### config.mk
export PLATFORM = sky130hd
export DESIGN_NAME = module_4_flat
export DESIGN_NICKNAME = d
export VERILOG_FILES = /design/src/rtl/module_4_pkg.sv /design/src/rtl/module_4_if.sv /design/src/rtl/module_4.sv /design/src/flat_wrapper.sv
export SDC_FILE = /design/constraint.sdc
export NUM_CORES = 1
export LEC_CHECK = 0
export CORE_MARGIN = 4
export CORE_UTILIZATION = 52
export CTS_CLUSTER_DIAMETER = 200
export DETAILED_ROUTE_END_ITERATION = 12
export MAX_ROUTING_LAYER = met4
export PLACE_DENSITY = 0.82
export SLEW_MARGIN = 40
export SYNTH_ARGS = -nofsm -noshare
export SYNTH_HDL_FRONTEND = slang
export SYNTH_SLANG_ARGS = --single-unit
### constraint.sdc
create_clock -name ap_clk -period 3.1 [get_ports ap_clk]
set_input_delay 0.93 -clock ap_clk [delete_from_list [all_inputs] [get_ports ap_clk]]
set_output_delay 0.93 -clock ap_clk [all_outputs]
set_load 0.005 [all_outputs]
### src/rtl/module_4_pkg.sv
// rtl/module_4_pkg.sv - shared dataflow sizes and one-hot FSM state constants
package module_4_pkg;

    localparam int N      = 5;
    localparam int DATA_W = 32;
    localparam int ADDR_W = 3;

    localparam logic [4:0] ST_S1 = 5'd1;
    localparam logic [4:0] ST_S2 = 5'd2;
    localparam logic [4:0] ST_S3 = 5'd4;
    localparam logic [4:0] ST_S4 = 5'd8;
    localparam logic [4:0] ST_S5 = 5'd16;

    localparam logic [ADDR_W:0] I_LAST = (ADDR_W + 1)'(N);

endpackage

### src/rtl/module_4_if.sv
// rtl/module_4_if.sv - block-level handshake plus E read / F write memory ports
interface module_4_if;
    import module_4_pkg::*;

    logic              ap_start;
    logic              ap_done;
    logic              ap_continue;
    logic              ap_idle;
    logic              ap_ready;
    logic [ADDR_W-1:0] E_address0;
    logic              E_ce0;
    logic [DATA_W-1:0] E_q0;
    logic [ADDR_W-1:0] F_address0;
    logic              F_ce0;
    logic              F_we0;
    logic [DATA_W-1:0] F_d0;
    logic [DATA_W-1:0] total;
    logic              total_ap_vld;

    modport master (
        output ap_start, ap_continue, E_q0,
        input  ap_done, ap_idle, ap_ready, E_address0, E_ce0,
        input  F_address0, F_ce0, F_we0, F_d0, total, total_ap_vld
    );

    modport slave (
        input  ap_start, ap_continue, E_q0,
        output ap_done, ap_idle, ap_ready, E_address0, E_ce0,
        output F_address0, F_ce0, F_we0, F_d0, total, total_ap_vld
    );

endinterface

### src/rtl/module_4.sv
// rtl/module_4.sv - prefix-sum dataflow stage: F[i] = sum(E[0..i]), total = sum(E)
module module_4
    import module_4_pkg::*;
(
    input  logic        ap_clk,
    input  logic        ap_rst_n,
    module_4_if.slave   bus
);

    logic [4:0]        state;
    logic              done_reg;
    logic [ADDR_W:0]   i;
    logic [ADDR_W:0]   i_next;
    logic [ADDR_W-1:0] addr_reg;
    logic [DATA_W-1:0] acc;
    logic [DATA_W-1:0] e_reg;
    logic [DATA_W-1:0] sum_reg;
    logic              in_s2;
    logic              s2_exit;

    assign in_s2   = (state == ST_S2);
    assign s2_exit = in_s2 && (i == I_LAST);

    always_ff @(posedge ap_clk or negedge ap_rst_n) begin
        if (!ap_rst_n) begin
            state    <= ST_S1;
            i        <= '0;
            i_next   <= '0;
            addr_reg <= '0;
            acc      <= '0;
            e_reg    <= '0;
            sum_reg  <= '0;
        end else begin
            case (state)
                ST_S1: begin
                    if (bus.ap_start && !done_reg) begin
                        i     <= '0;
                        acc   <= '0;
                        state <= ST_S2;
                    end
                end
                ST_S2: begin
                    if (i == I_LAST) begin
                        state <= ST_S1;
                    end else begin
                        addr_reg <= i[ADDR_W-1:0];
                        i_next   <= i + (ADDR_W + 1)'(1);
                        state    <= ST_S3;
                    end
                end
                ST_S3: begin
                    e_reg <= bus.E_q0;
                    state <= ST_S4;
                end
                ST_S4: begin
                    sum_reg <= acc + e_reg;
                    state   <= ST_S5;
                end
                ST_S5: begin
                    acc   <= sum_reg;
                    i     <= i_next;
                    state <= ST_S2;
                end
                default: state <= ST_S1;
            endcase
        end
    end

    // continue wins over a same-cycle completion so the channel can acknowledge early
    always_ff @(posedge ap_clk or negedge ap_rst_n) begin
        if (!ap_rst_n) begin
            done_reg <= 1'b0;
        end else if (bus.ap_continue) begin
            done_reg <= 1'b0;
        end else if (s2_exit) begin
            done_reg <= 1'b1;
        end
    end

    assign bus.E_ce0        = in_s2 && (i != I_LAST);
    assign bus.E_address0   = i[ADDR_W-1:0];
    assign bus.F_ce0        = (state == ST_S5);
    assign bus.F_we0        = (state == ST_S5);
    assign bus.F_address0   = addr_reg;
    assign bus.F_d0         = sum_reg;
    assign bus.ap_done      = s2_exit || done_reg;
    assign bus.ap_ready     = s2_exit;
    assign bus.ap_idle      = (state == ST_S1) && !bus.ap_start;
    assign bus.total        = acc;
    assign bus.total_ap_vld = s2_exit;

endmodule

### src/flat_wrapper.sv
// flat-port wrapper written by rule: the top's interface ports become plain ports
module module_4_flat import module_4_pkg::*;
  (ap_clk, ap_rst_n, bus_ap_start, bus_ap_continue, bus_E_q0, bus_ap_done, bus_ap_idle, bus_ap_ready, bus_E_address0, bus_E_ce0, bus_F_address0, bus_F_ce0, bus_F_we0, bus_F_d0, bus_total, bus_total_ap_vld);
  module_4_if bus_i ();
  input  logic ap_clk;
  input  logic ap_rst_n;
  input wire logic [$bits(bus_i.ap_start)-1:0] bus_ap_start;
  input wire logic [$bits(bus_i.ap_continue)-1:0] bus_ap_continue;
  input wire logic [$bits(bus_i.E_q0)-1:0] bus_E_q0;
  output wire logic [$bits(bus_i.ap_done)-1:0] bus_ap_done;
  output wire logic [$bits(bus_i.ap_idle)-1:0] bus_ap_idle;
  output wire logic [$bits(bus_i.ap_ready)-1:0] bus_ap_ready;
  output wire logic [$bits(bus_i.E_address0)-1:0] bus_E_address0;
  output wire logic [$bits(bus_i.E_ce0)-1:0] bus_E_ce0;
  output wire logic [$bits(bus_i.F_address0)-1:0] bus_F_address0;
  output wire logic [$bits(bus_i.F_ce0)-1:0] bus_F_ce0;
  output wire logic [$bits(bus_i.F_we0)-1:0] bus_F_we0;
  output wire logic [$bits(bus_i.F_d0)-1:0] bus_F_d0;
  output wire logic [$bits(bus_i.total)-1:0] bus_total;
  output wire logic [$bits(bus_i.total_ap_vld)-1:0] bus_total_ap_vld;
  assign bus_i.ap_start = bus_ap_start;
  assign bus_i.ap_continue = bus_ap_continue;
  assign bus_i.E_q0 = bus_E_q0;
  assign bus_ap_done = bus_i.ap_done;
  assign bus_ap_idle = bus_i.ap_idle;
  assign bus_ap_ready = bus_i.ap_ready;
  assign bus_E_address0 = bus_i.E_address0;
  assign bus_E_ce0 = bus_i.E_ce0;
  assign bus_F_address0 = bus_i.F_address0;
  assign bus_F_ce0 = bus_i.F_ce0;
  assign bus_F_we0 = bus_i.F_we0;
  assign bus_F_d0 = bus_i.F_d0;
  assign bus_total = bus_i.total;
  assign bus_total_ap_vld = bus_i.total_ap_vld;
  module_4 u_core (.ap_clk(ap_clk), .ap_rst_n(ap_rst_n), .bus(bus_i));
endmodule
# Word level (Yosys, flattened, before mapping)
# Index checks and enable logic that the tools add are counted.
# classes
bitwise	1
reduce_logical	11
muxes	9
n_eq_ne	8
addsub	2
# ops
cell	count
$pmux W32 S2	1
$add A32 B32 Y32	1
$mux W32	1
$pmux W5 S5	1
$pmux W4 S2	1
$eq A5 B1 Y1 const B	1
$eq A5 B2 Y1 const B	1
$eq A5 B3 Y1 const B	1
$eq A5 B4 Y1 const B	1
$eq A5 B5 Y1 const B	1
$mux W5	1
$add A4 B1 Y4 const B	1
$eq A4 B3 Y1 const B	1
$logic_and A1 B1 Y1	4
$mux W4	1
$ne A4 B3 Y1 const B	1
$reduce_and A2 Y1	2
$reduce_bool A2 Y1	2
$mux W3	1
$logic_not A1 Y1	2
$mux W1	2
$ne A2 B1 Y1 const B	1
$logic_or A1 B1 Y1	1
$not A1 Y1	1
# word_totals
output_inout_bits	77
regBits	113
elab_cells	39
in_bits	36

# Longest topological paths before layout
# depth
ltp_word	4
ltp_mapped	10
mapped_depth_nobuf	10

# Least setup slack after synthesis
# OpenSTA, ideal clock, no wires.
# synth_path
path_type	reg2out
startpoint	register u_core.state[1]
endpoint	output port bus_F_we0
path_slack_ns	0.477
t_required_ns	2.170
arrival_ns	1.693
n_path_buf	2
stages_incl_launch_ff	5
path_cell_list	dfrtp_1 or3_1 nor2_1 clkbuf_1 buf_4
# synth_via
elab_chain_len	1
# synth_rtl
element	line	text
from (decl)	module_4.sv:10	logic [4:0] state;
from (signal assigned)	module_4.sv:26	state <= ST_S1;
from (signal assigned)	module_4.sv:39	state <= ST_S2;
from (signal assigned)	module_4.sv:44	state <= ST_S1;
$eq A5 B5 Y1	-	
to (decl)	flat_wrapper.sv:17	output wire logic [$bits(bus_i.F_we0)-1:0] bus_F_we0;
# No other way between the ends.

# Worst setup path in the final report
# layout_path
startpoint	register u_core.state[3]
endpoint	output port bus_E_ce0
# layout_via
elab_chain_len	2
# layout_rtl
element	line	text
$eq A5 B2 Y1	module_4.sv:21	assign in_s2 = (state == ST_S2);
$logic_and A1 B1 Y1	module_4.sv:80	assign bus.E_ce0 = in_s2 && (i != I_LAST);
to (decl)	flat_wrapper.sv:14	output wire logic [$bits(bus_i.E_ce0)-1:0] bus_E_ce0;
# No other way between the ends.

==> impl_metrics.py <==
metrics = {
    "clock_network": {
        "cts_root_buffer": "clkbuf_8",
        "clock_sink_count": 113,
        "worstSkewPairLatency_ns": 0.52,
        "cts_htree_levels": 4,
        "path_clk_slew_ns": 0.06,
        "cts_tree": "built",
        "clock_path_buffers": 2,
        "cts_buffers": 17,
    },
    "final_layout": {
        "multi_input_area_um2": 2840,
        "area_growth_pct": 31.7,
        "final_core_util": 0.706,
        "finalNetCount": 789,
        "fillCellCount": 814,
        "seqCellArea_um2": 2830,
        "drive_above_1_share": 0.0888,
        "diodes": 0,
    },
    "drt": {
        "dr.pass1.iters": 5,
        "routed_wl_mm": 15.1,
        "drc_errors": 0,
        "vias_per_cell": 5.65,
        "vias": 4930,
        "drt_iter0_drc": 387,
        "wl_per_cell_um": 17.3,
        "postRouteAntennaNets": 0,
    },
    "place": {
        "port_buffers": 112,
        "hpwl_mm": 10.1,
        "place_congestion": 0.971,
    },
    "worst_hold_path": {
        "hold_path.class": "in2async",
    },
    "setup_path": {
        "cpPeakStageDelay_ns": 0.50,
        "cp.required_ns": 2.17,
        "crit_chain": "nand3b_1 > or2_4 > nor2b_4 > clkdlybuf4s50_1",
        "crit_fanout": 6,
        "end_kind": "output port",
        "cp-start-kind": "flip-flop",
        "r2r_cells": 10,
        "crit_slowest_cell": "clkdlybuf4s50_1",
        "cp.arrival_ns": 2.11,
        "critPathKind": "reg2out",
    },
    "sta": {
        "hold_viol": 0,
        "slew_viol_final": 0,
        "fin_crit_sh": 0.982,
        "maxSlewHeadroom": 0.512,
        "setup_viol": 0,
        "skew_ns": 0.00736,
        "min_period_ns": 3.04,
        "worstMarginPinSlew_ns": 0.733,
        "tns_ns": 0,
        "fmax_ghz": 0.328,
    },
    "power_and_ir_drop": {
        "p_leak_nw": 3.63,
        "irDropWorstVdd_mv": 0.410,
        "p_per_area_nw_per_um2": 776,
    },
    "logic_synthesis": {
        "syn-num-nets": 680,
        "syn_area_um2": 5840,
        "synth_edf_count": 0,
        "synth_cells": 610,
        "avgSynthCellArea_um2": 9.57,
        "synth_async_sr_flop_share": 1.00,
        "ys_dominant_reg_cell": "dfrtp_1",
        "ys_types": 55,
        "synth-seq-cells": 113,
        "yosysWarnings": 0,
        "yosysSeqAreaShare": 0.485,
    },
    "global_routing": {
        "grt_max_degree": 56,
        "gr-total-overflow": 0,
        "grt_pass1_wl_mm": 25.0,
        "grt_use_total": 0.250,
        "grt_pass1_vias": 5018,
        "antenna_found_initial": 0,
    },
    "die": {
        "dieArea_um2": 13000,
        "pin_count": 113,
        "core_area_um2": 10900,
        "die_h_um": 114,
        "row_count": 38,
        "initial_core_util": 0.536,
        "die_w_um": 114,
    },
    "status": {
        "status": "finished clean",
    },
    "job": {
        "cap_violations": 0,
    },
}
critical path: cells and delay by family, from the launching register on:
kind | cells | cell delay, ns
DFF | 1 | 0.44
buffers and inverters | 1 | 0.50
and+or+nand+nor | 3 | 0.66
power breakdown:
group / switching (mW) / internal, mW
Clock: 0.643 / 1.20
Sequential: 0.306 / 1.89
Combinational: 1.04 / 0.885
final cells by class:
type,instances,share of cell area
Clock buffer,26,0.0622
Clock inverter,6,0.0104
Timing Repair Buffer,126,0.161
Multi-Input combinational cell,448,0.369
Sequential cell,113,0.368
Tap cell,140,0.0228
Inverter,13,0.00635
cells in the mapped netlist (10+ instances only):
| cell type | number | area, um2 |
|---|---|---|
| xnor2_1 | 17 | 149 |
| nand2_1 | 156 | 586 |
| clkbuf_1 | 25 | 93.8 |
| a21oi_1 | 32 | 160 |
| dfrtp_1 | 112 | 2800 |
| a22o_1 | 34 | 298 |
| o21ai_0 | 37 | 185 |
| a21o_1 | 12 | 90.1 |
| ha_1 | 33 | 413 |
| xor2_1 | 17 | 149 |
| o21ai_1 | 10 | 50.1 |
| inv_1 | 13 | 48.8 |
| nor2_1 | 17 | 63.8 |
timing repair:
item,in CTS,in global routing
resized for setup,7,5
setup buffers,2,4
endpoints found under the hold margin,0,0
hold buffers,0,0
endpoints found under the setup margin,5,5
pin swaps,0,4
final timing paths:
kind | startpoint | end | slack, ns
max | u_core.state[3]$_DFFE_PN0P_ | bus_E_ce0 | 0.06
min | ap_rst_n | u_core.i_next[2]$_DFFE_PN0P_ | 0.36
max reg2reg | u_core.bus.total[0]$_DFFE_PN0P_ | u_core.bus.F_d0[24]$_DFFE_PN0P_ | 0.15
min reg2reg | u_core.e_reg[23]$_DFFE_PN0P_ | u_core.e_reg[23]$_DFFE_PN0P_ | 0.48
max in group asynchronous | ap_rst_n | u_core.bus.total[14]$_DFFE_PN0P_ | 2.01
min in group ap_clk | u_core.e_reg[23]$_DFFE_PN0P_ | u_core.e_reg[23]$_DFFE_PN0P_ | 0.48
cells in the final DEF, fill, tap and decap left out, types with 3 or more instances in the layout:
cell type / synthesis / final
clkbuf_8: 0 / 4
dfrtp_1: 112 / 111
inv_1: 13 / 12
clkinv_2: 0 / 4
nor2b_1: 5 / 4
nand2_1: 156 / 156
nand4_1: 7 / 7
o22ai_1: 3 / 3
o211ai_1: 4 / 4
ha_1: 33 / 33
buf_4: 5 / 14
and3_1: 3 / 3
mux2_2: 3 / 3
a211oi_1: 3 / 3
o21bai_1: 4 / 4
nor3_1: 4 / 4
nor2_1: 17 / 14
xnor2_1: 17 / 17
a22o_1: 34 / 34
nand3b_1: 3 / 3
xor2_1: 17 / 17
clkbuf_1: 25 / 6
clkbuf_16: 0 / 16
o21ai_1: 10 / 10
a31oi_1: 5 / 5
o21ai_0: 37 / 37
clkdlybuf4s50_1: 0 / 109
a21oi_1: 32 / 32
a21o_1: 12 / 12
nand3_1: 7 / 6
per-layer routing:
layer / global-route usage / routed length [um]
met3: 0.0584 / 961
met5: - / 0
met2: 0.393 / 7280
met4: 0.0800 / 193
met1: 0.324 / 6620
per-stage QoR:
| stage | cell area (um2) | cells | setup WS [ns] | power [mW] | hold WS [ns] |
|---|---|---|---|---|---|
| after global placement | 7050 | 834 | -0.0132 | 3.99 | 0.462 |
| after detailed placement | 7050 | 834 | -0.0166 | 4.07 | 0.469 |
| after global routing | 7680 | 872 | -0.0211 | 6.34 | 0.358 |
| final | 7680 | 872 | 0.0551 | 5.96 | 0.356 |
| after floorplan | 5840 | 610 | 0.477 | 3.32 | 0.450 |
| after CTS | 7640 | 868 | -0.0420 | 5.97 | 0.345 |
kinds of logic (layout without fill, tap and decap cells):
group,Yosys count,count (layout),share of synthesized area
buffers and inverters,49,171,0.0354
DFF,113,113,0.485
xor gates and xnor gates,34,34,0.0510
AOI/OAI and AO/OA,162,162,0.190
muxes,5,5,0.00922
and+or+nand+nor,213,213,0.156
adders and majority gates,34,34,0.0742
(Power assumes the default switching activity.)
